**src/rtl/spike_tally.sv**
```systemverilog
// spike_tally: per-neuron spike counters plus a sequential winner scan.
// Spike events are counted only while idle. An i_eval pulse then scans
// the counters one per cycle, lowest index first; on a tie the lower
// index wins. The result is presented with a one-cycle o_done pulse.
// Optional build macro: SPIKE_TALLY_SAT_EN makes the counters saturate
// at their maximum value. When it is undefined, the counters wrap to 0.
module spike_tally #(
  parameter int NUM_NEURON = 18,
  parameter int CNT_W      = 8
) (
  input  logic             clk,
  input  logic             reset,
  input  logic             i_valid,
  input  logic             i_spike,
  input  logic [4:0]       i_neuron_idx,
  input  logic             i_clear,
  input  logic             i_eval,
  input  logic [4:0]       i_rd_idx,
  output logic [CNT_W-1:0] o_rd_count,
  output logic             o_busy,
  output logic             o_done,
  output logic [4:0]       o_winner,
  output logic [CNT_W-1:0] o_win_count
);

  localparam logic [5:0]       NUM_L    = 6'(NUM_NEURON);
  localparam logic [4:0]       LAST_IDX = 5'(NUM_NEURON - 1);
  localparam logic [CNT_W-1:0] CNT_MAX  = {CNT_W{1'b1}};
  localparam logic [CNT_W-1:0] CNT_ONE  = CNT_W'(1);

  typedef enum logic [1:0] {
    S_IDLE = 2'd0,
    S_SCAN = 2'd1,
    S_DONE = 2'd2
  } state_t;

  state_t           state_r;
  logic [CNT_W-1:0] cnt_r [NUM_NEURON];
  logic [4:0]       scan_idx_r;
  logic [4:0]       best_idx_r;
  logic [CNT_W-1:0] best_cnt_r;

  logic             spike_hit_s;
  logic [CNT_W-1:0] scan_cnt_s;
  logic [CNT_W-1:0] rd_cnt_s;
  logic [4:0]       nxt_best_idx_s;
  logic [CNT_W-1:0] nxt_best_cnt_s;

  // A neuron index is usable only when it addresses an existing counter.
  function automatic logic idx_in_range(input logic [4:0] idx);
    return ({1'b0, idx} < NUM_L);
  endfunction

  // This is the counter value after one more spike. It either saturates
  // or wraps, depending on the build.
  function automatic logic [CNT_W-1:0] bump_count(input logic [CNT_W-1:0] cnt);
`ifdef SPIKE_TALLY_SAT_EN
    return (cnt == CNT_MAX) ? CNT_MAX : (cnt + CNT_ONE);
`else
    return cnt + CNT_ONE;
`endif
  endfunction

  // A spike counts only while idle, for a valid index, and when no clear is pending.
  always_comb begin
    spike_hit_s = i_valid && i_spike && (state_r == S_IDLE) &&
                  idx_in_range(i_neuron_idx) && !i_clear;
  end

  // Select the counter at the current scan position.
  always_comb begin
    scan_cnt_s = '0;
    for (int i = 0; i < NUM_NEURON; i++) begin
      scan_cnt_s = (scan_idx_r == 5'(i)) ? cnt_r[i] : scan_cnt_s;
    end
  end

  // Readout mux. An out-of-range address matches no counter and so yields zero.
  always_comb begin
    rd_cnt_s = '0;
    for (int i = 0; i < NUM_NEURON; i++) begin
      rd_cnt_s = (i_rd_idx == 5'(i)) ? cnt_r[i] : rd_cnt_s;
    end
  end

  // Running maximum. Index 0 seeds the scan, and a later index replaces
  // the current best only when its count is strictly greater.
  always_comb begin
    if (scan_idx_r == 5'd0) begin
      nxt_best_idx_s = 5'd0;
      nxt_best_cnt_s = scan_cnt_s;
    end else if (scan_cnt_s > best_cnt_r) begin
      nxt_best_idx_s = scan_idx_r;
      nxt_best_cnt_s = scan_cnt_s;
    end else begin
      nxt_best_idx_s = best_idx_r;
      nxt_best_cnt_s = best_cnt_r;
    end
  end

  // Counter bank: reset and clear take priority over a spike increment.
  always_ff @(posedge clk) begin
    if (reset) begin
      for (int i = 0; i < NUM_NEURON; i++) begin
        cnt_r[i] <= '0;
      end
    end else if (i_clear) begin
      for (int i = 0; i < NUM_NEURON; i++) begin
        cnt_r[i] <= '0;
      end
    end else if (spike_hit_s) begin
      for (int i = 0; i < NUM_NEURON; i++) begin
        if (i_neuron_idx == 5'(i)) begin
          cnt_r[i] <= bump_count(cnt_r[i]);
        end
      end
    end
  end

  // Registered readout port.
  always_ff @(posedge clk) begin
    if (reset) begin
      o_rd_count <= '0;
    end else begin
      o_rd_count <= rd_cnt_s;
    end
  end

  // Scan FSM. It drives the registered busy, done and result outputs.
  always_ff @(posedge clk) begin
    if (reset) begin
      state_r     <= S_IDLE;
      scan_idx_r  <= 5'd0;
      best_idx_r  <= 5'd0;
      best_cnt_r  <= '0;
      o_busy      <= 1'b0;
      o_done      <= 1'b0;
      o_winner    <= 5'd0;
      o_win_count <= '0;
    end else begin
      case (state_r)
        S_IDLE: begin
          o_done <= 1'b0;
          if (i_eval) begin
            state_r    <= S_SCAN;
            scan_idx_r <= 5'd0;
            o_busy     <= 1'b1;
          end else begin
            o_busy <= 1'b0;
          end
        end
        S_SCAN: begin
          best_idx_r <= nxt_best_idx_s;
          best_cnt_r <= nxt_best_cnt_s;
          if (scan_idx_r == LAST_IDX) begin
            state_r     <= S_DONE;
            o_done      <= 1'b1;
            o_winner    <= nxt_best_idx_s;
            o_win_count <= nxt_best_cnt_s;
          end else begin
            scan_idx_r <= scan_idx_r + 5'd1;
          end
        end
        S_DONE: begin
          state_r <= S_IDLE;
          o_done  <= 1'b0;
          o_busy  <= 1'b0;
        end
        default: begin
          state_r <= S_IDLE;
          o_done  <= 1'b0;
          o_busy  <= 1'b0;
        end
      endcase
    end
  end

endmodule

```
**config.mk**
```make
export PLATFORM = sky130hd
export DESIGN_NAME = spike_tally
export DESIGN_NICKNAME = d
export VERILOG_FILES = /design/src/rtl/spike_tally.sv
export SDC_FILE = /design/constraint.sdc
export NUM_CORES = 1
export LEC_CHECK = 0
export BUFFER_PORTS_ARGS = -buffer_cell sky130_fd_sc_hd__buf_4
export CORE_MARGIN = 1.5
export CORE_UTILIZATION = 35
export DETAILED_ROUTE_END_ITERATION = 6
export PLACE_DENSITY = 0.56
export SLEW_MARGIN = 20
export SYNTH_ARGS = -nofsm -noshare
export SYNTH_HDL_FRONTEND = slang
export SYNTH_SLANG_ARGS = --single-unit
```
**constraint.sdc**
```tcl
create_clock -name clk -period 4.4 [get_ports clk]
set_clock_uncertainty 0.05 [all_clocks]
set_input_delay 0.66 -clock clk [delete_from_list [all_inputs] [get_ports clk]]
set_output_delay 0.66 -clock clk [all_outputs]
set_load 0.01 [all_outputs]
```
# ---- After elaboration in Yosys (flattened, before gate mapping)
# Memories as Yosys holds them, arrays and structs flattened.
# Cells that the tools add are included.
dict set report totals {
  register_bits 43
  ram_bits 144
  inputBits 16
  output_inout_bits 23
  wordCells 316
  mem_count 1
}
# memory words width read_ports rd_ports_with_merged_regs wr line_no
set memory_table {}
lappend memory_table {cnt_r 18 8 18 0 18 38} ;# logic [CNT_W-1:0] cnt_r [NUM_NEURON];
dict set report classes {
  add_sub_neg 19
  magnitude_cmp 2
  eq_ne 55
  n_mux 179
  bitwise_logic 37
  reduce_logical 14
}
# op count
set op_table {}
lappend op_table {{$mux W8} 74}
lappend op_table {{$add A8 B1 Y8 const B} 18}
lappend op_table {{$eq A5 B4 Y1 const B} 24}
lappend op_table {{$mux W1} 96}
lappend op_table {{$eq A5 B3 Y1 const B} 12}
lappend op_table {{$or A1 B1 Y1} 36}
lappend op_table {{$eq A5 B2 Y1 const B} 6}
lappend op_table {{$eq A5 B5 Y1 const B} 6}
lappend op_table {{$mux W5} 4}
lappend op_table {{$eq A5 B1 Y1 const B} 3}
lappend op_table {{$logic_not A5 Y1} 3}
lappend op_table {{$pmux W5 S2} 1}
lappend op_table {{$gt A8 B8 Y1} 1}
lappend op_table {{$ne A2 B2 Y1 const B} 3}
lappend op_table {{$add A5 B1 Y5 const B} 1}
lappend op_table {{$lt A5 B5 Y1 const B} 1}
lappend op_table {{$logic_and A1 B1 Y1} 4}
lappend op_table {{$mux W2} 2}
lappend op_table {{$pmux W2 S2} 1}
lappend op_table {{$reduce_and A2 Y1} 2}
lappend op_table {{$reduce_and A3 Y1} 1}
lappend op_table {{$eq A2 B1 Y1 const B} 1}
lappend op_table {{$logic_not A2 Y1} 1}
lappend op_table {{$pmux W1 S2} 1}
lappend op_table {{4 further kinds} 4}

# ---- Longest topological paths before layout
# Gate-level depths: netlist (run 1).
dict set report depth {
  word_depth 22
  mapped_depth 20
  mapped_depth_nobuf 16
}

# ---- Worst setup path after synthesis (run 1)
# Ideal clock, no wire load.
dict set report synth_path {
  path_type {flip-flop to flip-flop}
  startpoint {reg scan_idx_r[0]}
  endpoint {reg o_win_count[1]}
  setup_time_ns 0.079
  arrival_time_ns 3.651
  path_slack_ns 0.620
  stages_incl_launch_ff 19
  path_buffers 3
  cell_sequence {dfxtp_1 > ha_1 > buf_2 > clkbuf_1 > and3_1 > ha_1 > clkbuf_1 > nor2_1 > o221ai_1 > a31oi_1 > a21oi_2 > inv_1 > ha_1 > nand3_1 > nor3_1 > a21oi_1 > a21oi_1 > a21oi_1 > a211oi_2}
}
dict set report synth_via {
  elab_chain_len 22
}
# item line_no
set synth_lines {}
lappend synth_lines {{from (decl)} 39} ;# logic [4:0] scan_idx_r;
lappend synth_lines {{from (signal assigned)} 161} ;# scan_idx_r <= scan_idx_r + 5'd1;
lappend synth_lines {{$logic_not A5 Y1} {74, 89}}
lappend synth_lines {{$mux W8 (18 in a row)} 74} ;# scan_cnt_s = (scan_idx_r == 5'(i)) ? cnt_r[i] : scan_cnt_s;
lappend synth_lines {{$gt A8 B8 Y1} 92} ;# end else if (scan_cnt_s > best_cnt_r) begin
lappend synth_lines {{$mux W8} 92}
lappend synth_lines {{$mux W8} 89} ;# if (scan_idx_r == 5'd0) begin
lappend synth_lines {{to (signal assigned)} 159} ;# o_win_count <= nxt_best_cnt_s;
lappend synth_lines {{to (decl)} 23} ;# output logic [CNT_W-1:0] o_win_count
# Several ways; a longest one is shown, not always the timed one.
# A chain may end at the register's enable or synchronous reset.

# ---- Final worst setup path (run 1)
# Ends and elaborated chain as after synthesis.

==> impl_metrics.yaml, run 1 <==
synth:
  synth_simple_gate_area_share_pct: 26.5
  synth.largest_area_cell: "edfxtp_1"
  synth-compound-area-share_pct: 16.6
  synth-async-reset-ratio_pct: 0
  synth-adder-area-share_pct: 3.11
  synth-xor-area-share_pct: 7.72
  synth_ff_type: "edfxtp_1"
  synth_mux_area_share_pct: 1.07
  synthesis.instances: 1385
  synth_nets: 1432
  combinational_family_with_the_most_area_after_synthesis: "simple AND/OR/NAND/NOR gates"
  yosys_register_bits: 187
  synth.cell_area_sq_um: 12500
  synth_sequential_area_ratio_pct: 41.5
  synth_cell_type_count: 93
  synth.yosys.warnings: 0
  syn_avg_cell_area_sq_um: 9.01
  synth_edf_count: 144
  post-synth-top-area-fraction_pct: 34.6
  yosys-top-cells-area: "edfxtp_1 35%, dfxtp_1 6.9%, nor2_1 6.0%"
layout:
  area_growth_syn_to_layout_pct: 12.8
  fin_nets: 1474
  register_area_sq_um: 5190
  final_layout_size_suffix_gt1_share_pct: 11.3
  fin_util_pct: 40.5
  finish.instance_area_sq_um: 14100
  multi_input_combinational_cell_area_sq_um: 6920
  layout_commonest_cell: "nor2_1"
  fillers: 3456
  layout_common_cells: "200 x nor2_1, 144 x edfxtp_1, 125 x nand2_1"
  num_antenna_cells: 0
pwr:
  irDropWorstVdd_uv: 283
  p_per_area_nw_per_um2: 305
  leakage_nw: 5.09
drt:
  wire_per_inst_microns: 23.0
  wl_met3_microns: 3390
  drt-met1-wl_microns: 20100
  drc: 0
  drt-vias-per-instance: 6.01
  antenna_violating_nets_post_route: 0
  routed_wl_microns: 43600
  dr_total_vias: 11400
  highest_layer: "met4"
  met2WireLength_microns: 18700
  initialDrtViolationCount: 1328
  detail_route.first_pass.iterations: 6
clock_tree:
  clk_sink_count: 187
  clock_insertion_delay_worst_skew_ns: 0.46
  clock_tree.htree_level_count: 4
  ctsRootBufferMaster: "clkbuf_16"
  clock_tree.buffer_depth: 2
  cts-buffers-inserted: 17
  clk_slew_on_worst_s_h_paths_ns: 0.07
  tritoncts_clock_tree: "built"
setup_path:
  cp_data_arrival_time_ns: 4.48
  worst-endpoint-required_ns: 4.67
  worst_path_max_fanout: 34
  critPathKind: "reg -> reg"
  type_of_element_capturing_the_critical_path: "flop"
  start_kind: "flop"
placement:
  placedInstanceArea_sq_um: 13400
  portbufs: 38
  hpwlAfterDp_microns: 32800
  routability_driven_placement_congestion_ratio: 0.987
global_routing:
  grt_max_degree: 52
  grt_pass1_wl_microns: 67000
  grtUsageTotal_pct: 24.3
  globalRouteOverflowTotal: 0
  grt_pass1_vias: 10700
  grt_antenna_before_repair: 1
timing:
  post-route-min-period_ns: 4.21
  fmax_mhz: 237
  final_hold_viol_count: 0
  timing.setup.tns_ns: 0
  setup_viol: 0
  max_slew_violation_total_from_the_final_report: 0
  worst_pin_slew_ns: 1.04
  slew-limit-headroom_pct: 30.3
  period_share_pct: 95.7
  worst_hold_slack_ns: 0.409
floorplanning:
  die_boundary_width_microns: 192
  die_h_microns: 192
  floorplan.io_pins: 39
  coreArea_sq_um: 34800
  design.die.area_sq_um: 36800
  floorplan.rows: 68
  initial_utilization_pct: 35.9
min_path:
  min-delay-path-class: "reg -> reg"
run:
  max-cap-violations: 0
status:
  run_status: "finished clean"
worst paths after layout:
kind                      start  cells past startpoint             end  slack, ns
hold reg to reg     o_winner[0]                      2     o_winner[0]       0.41
hold / removal      o_winner[0]                      2     o_winner[0]       0.41
setup reg to reg  scan_idx_r[0]                     17  o_win_count[1]       0.19
setup / recovery  scan_idx_r[0]                     17  o_win_count[1]       0.19
final cells by class:
type / count / share of cell area (%)
sequential: 187 / 36.8
timing repair buffer: 87 / 4.73
clock inverter: 13 / 1.29
clock buffer: 19 / 3.14
multi-input combinational: 1102 / 49.1
tap: 455 / 4.04
inverter: 32 / 0.879
worst max-delay path, stage by stage, from the launching register on:
cell and delay [ns]:
dfxtp_1 0.37, inv_1 0.14, ha_1 0.22, buf_12 0.21
clkinvlp_4 0.18, o221ai_1 0.24, a22oi_1 0.13, or4_1 0.60
a21oi_4 0.24, inv_1 0.07, ha_1 0.30, nand3_1 0.19
nor3_2 0.08, a21oi_1 0.43, a21oi_1 0.15, buf_4 0.19
a21oi_1 0.17, a211oi_2 0.09
report_power, final:
part | leakage (nW) | internal (mW) | switching [mW]
logic | 2.83 | 0.188 | 0.329
clock network | 0.303 | 0.928 | 0.757
registers | 1.95 | 1.97 | 0.128
Yosys cell counts, types with 31 or more instances:
cell and instances:
o21ai_0 47, and3_1 61, nand3_1 110, xor2_1 74, nand2_1 125, dfxtp_1 43, edfxtp_1 144, xnor2_1 36
nor2_1 201, ha_1 31, a21oi_1 60, buf_2 31
repair_timing:
item / in CTS / in global routing
setup buffers: 0 / 2
gates resized for setup: 0 / 8
hold buffers: 0 / 0
endpoints found under the setup margin: 0 / 16
through the flow:
stage	total power, mW	setup slack [ns]	std cells
6_report	4.30	0.189	1895
5_1_grt	4.44	-0.0255	1895
4_1_cts	4.32	0.178	1893
3_5_place_dp	2.63	0.201	1861
3_3_place_gp	2.63	0.316	1861
2_1_floorplan	2.41	0.620	1385
flip-flops by register name, summed over array words and instances, names as in the netlist:
signal       cells
best_cnt_r       8
best_idx_r       5
cnt_r          144
o_busy           1
o_done           1
o_rd_count       8
o_win_count      8
o_winner         5
scan_idx_r       5
state_r          2
kinds of logic after synthesis:
group / after synthesis
and+or+nand+nor: 655
AOI/OAI and AO/OA: 293
DFF: 187
xor gates and xnor gates: 110
buffers and inverters: 96
adders and majority gates: 31
muxes: 13
routing by layer:
metal	vias up	track usage, %
met1	5574	35.1
li1	5229	-
met4	0	9.19
met5	-	0
met3	71	4.44
met2	510	35.6
(Power assumes the default switching activity.)
==> inputs of run 2 (changes only) <==
--- a/config.mk
+++ b/config.mk
@@ -8,6 +8,7 @@
 export BUFFER_PORTS_ARGS = -buffer_cell sky130_fd_sc_hd__buf_4
 export CORE_MARGIN = 1.5
 export CORE_UTILIZATION = 35
+export CTS_BUF_LIST = sky130_fd_sc_hd__clkbuf_8
 export DETAILED_ROUTE_END_ITERATION = 6
 export PLACE_DENSITY = 0.56
 export SLEW_MARGIN = 20
==> impl_metrics.yaml, run 2 (same netlist as run 1, synthesis figures left out) <==
pwr:
  switchingPower_mw: 1.17
  share_seq_of_total_power_pct: 53.5
  p_comb_share_pct: 13.2
  internal_power_contribution_mw: 2.75
  p_per_area_nw_per_um2: 282
  fin_total_pwr_mw: 3.92
  leakage_nw: 5.00
  irDropWorstVdd_uv: 185
  power.clock.fraction_pct: 33.3
  swShare_pct: 29.9
floorplanning:
  design.die.area_sq_um: 36800
  floorplan.rows: 68
  die_boundary_width_microns: 192
  initial_utilization_pct: 35.9
  floorplan.io_pins: 39
  die_h_microns: 192
  coreArea_sq_um: 34800
setup_path:
  start_kind: "flop"
  worst-r2r-setup-slack_ns: 0.20
  critPathKind: "reg -> reg"
  r2r-start: "scan_idx_r[0]"
  cp_data_arrival_time_ns: 4.54
  worst-endpoint-required_ns: 4.74
  type_of_element_capturing_the_critical_path: "flop"
  critical_path.reg2reg.endpoint: "o_win_count[1]"
  worst_path_max_fanout: 34
  worst-r2r-cell-count: 17
layout:
  num_antenna_cells: 0
  finish.instance_area_sq_um: 13900
  post_layout_cell_count: 1895
  fin_nets: 1474
  layout_commonest_cell: "nor2_1"
  area_growth_syn_to_layout_pct: 11.3
  fin_util_pct: 39.9
  final_layout_size_suffix_gt1_share_pct: 11.3
  largest_register_ffs: 144
  layout_common_cells: "200 x nor2_1, 144 x edfxtp_1, 125 x nand2_1"
  regMostFlops: "cnt_r"
clock_tree:
  ctsRootBufferMaster: "clkbuf_8"
  clk_slew_on_worst_s_h_paths_ns: 0.11
  clock_tree.htree_level_count: 4
  cts-buffers-inserted: 17
  clk_sink_count: 187
  clock_insertion_delay_worst_skew_ns: 0.52
  clock_tree.buffer_depth: 2
  tritoncts_clock_tree: "built"
global_routing:
  globalRouteOverflowTotal: 0
  grt_max_degree: 52
  grt_antenna_before_repair: 1
  grt_pass1_wl_microns: 66700
  grtUsageTotal_pct: 24.1
  grt_pass1_vias: 10700
drt:
  drt-vias-per-instance: 6.00
  dr_total_vias: 11400
  initialDrtViolationCount: 1245
  detail_route.first_pass.iterations: 7
  routed_wl_microns: 43600
  antenna_violating_nets_post_route: 0
  drc: 3
  wire_per_inst_microns: 23.0
placement:
  placedInstanceArea_sq_um: 13400
  portbufs: 38
  dp_worst_setup_slack_ns: 0.201
  hpwlAfterDp_microns: 32800
  routability_driven_placement_congestion_ratio: 0.987
  post-place-cells: 1861
timing:
  worst_hold_slack_ns: 0.408
  final_hold_viol_count: 0
  slew-limit-headroom_pct: 26.9
  worst_pin_slew_ns: 1.10
  timing.setup.tns_ns: 0
  fmax_mhz: 238
  post-route-worst-setup-slack_ns: 0.197
  period_share_pct: 95.5
  setup_viol: 0
  max_slew_violation_total_from_the_final_report: 0
  post-route-min-period_ns: 4.20
status:
  run_status: "finished, violations left"
  violations: "DRC"
min_path:
  min-delay-path-class: "reg -> reg"
  min_from: "best_idx_r[3]"
  holdPathStages: 2
  worst_hold_path_endpoint: "best_idx_r[3]"
run:
  max-cap-violations: 0
-- run 2: layer usage --
| metal | GRT usage [%] | part of all wire, % | routed length [microns] |
|---|---|---|---|
| met3 | 4.66 | 8.3 | 3610 |
| met2 | 35.1 | 42 | 18500 |
| met4 | 8.86 | 3.6 | 1560 |
| met5 | 0 | 0 | 0 |
| met1 | 35.1 | 46 | 20000 |
-- run 2: layout make-up --
| class | instances | area [sq um] |
|---|---|---|
| Multi-Input combinational cell | 1102 | 6920 |
| Tap cell | 455 | 569 |
| Timing Repair Buffer | 87 | 666 |
| Sequential cell | 187 | 5190 |
| Clock buffer | 18 | 248 |
| Inverter | 32 | 124 |
| Fill cell | 3472 | 20900 |
| Clock inverter | 14 | 185 |
-- run 2: how the worst max path moves through the flow --
stage               slack (ns)             end          start  cells after the start
floorplan                 0.62  o_win_count[1]  scan_idx_r[0]                     18
finish                    0.20  o_win_count[1]  scan_idx_r[0]                     17
global placement          0.32   best_cnt_r[4]  scan_idx_r[1]                     18
CTS                       0.17   best_cnt_r[5]  scan_idx_r[1]                     18
detailed placement        0.20   best_cnt_r[5]  scan_idx_r[1]                     18
global route             -0.03  o_win_count[6]  scan_idx_r[0]                     17
-- run 2: worst max-delay path, cell delays in order (launching register included) --
cell	delay, ns
dfxtp_1	0.38
inv_1	0.15
ha_1	0.23
buf_12	0.22
clkinvlp_4	0.18
o221ai_1	0.24
a22oi_1	0.13
or4_1	0.60
a21oi_4	0.24
inv_1	0.07
ha_1	0.30
nand3_1	0.18
nor3_2	0.08
a21oi_1	0.43
a21oi_1	0.15
buf_4	0.19
a21oi_1	0.17
a211oi_2	0.09
-- run 2: timing repair --
action,4_1_cts,5_1_grt
buffers inserted,0,2
resized for setup,0,8
setup endpoints to repair,0,16
hold buffers,0,0
-- run 2: power by group through the flow --
stage	Clock (mW)	Sequential (mW)	Combinational [mW]
after floorplan	0	2.07	0.334
after global placement	0	2.13	0.499
after detailed placement	0	2.13	0.500
after CTS	1.33	2.09	0.503
after global routing	1.39	2.10	0.562
final	1.30	2.10	0.518
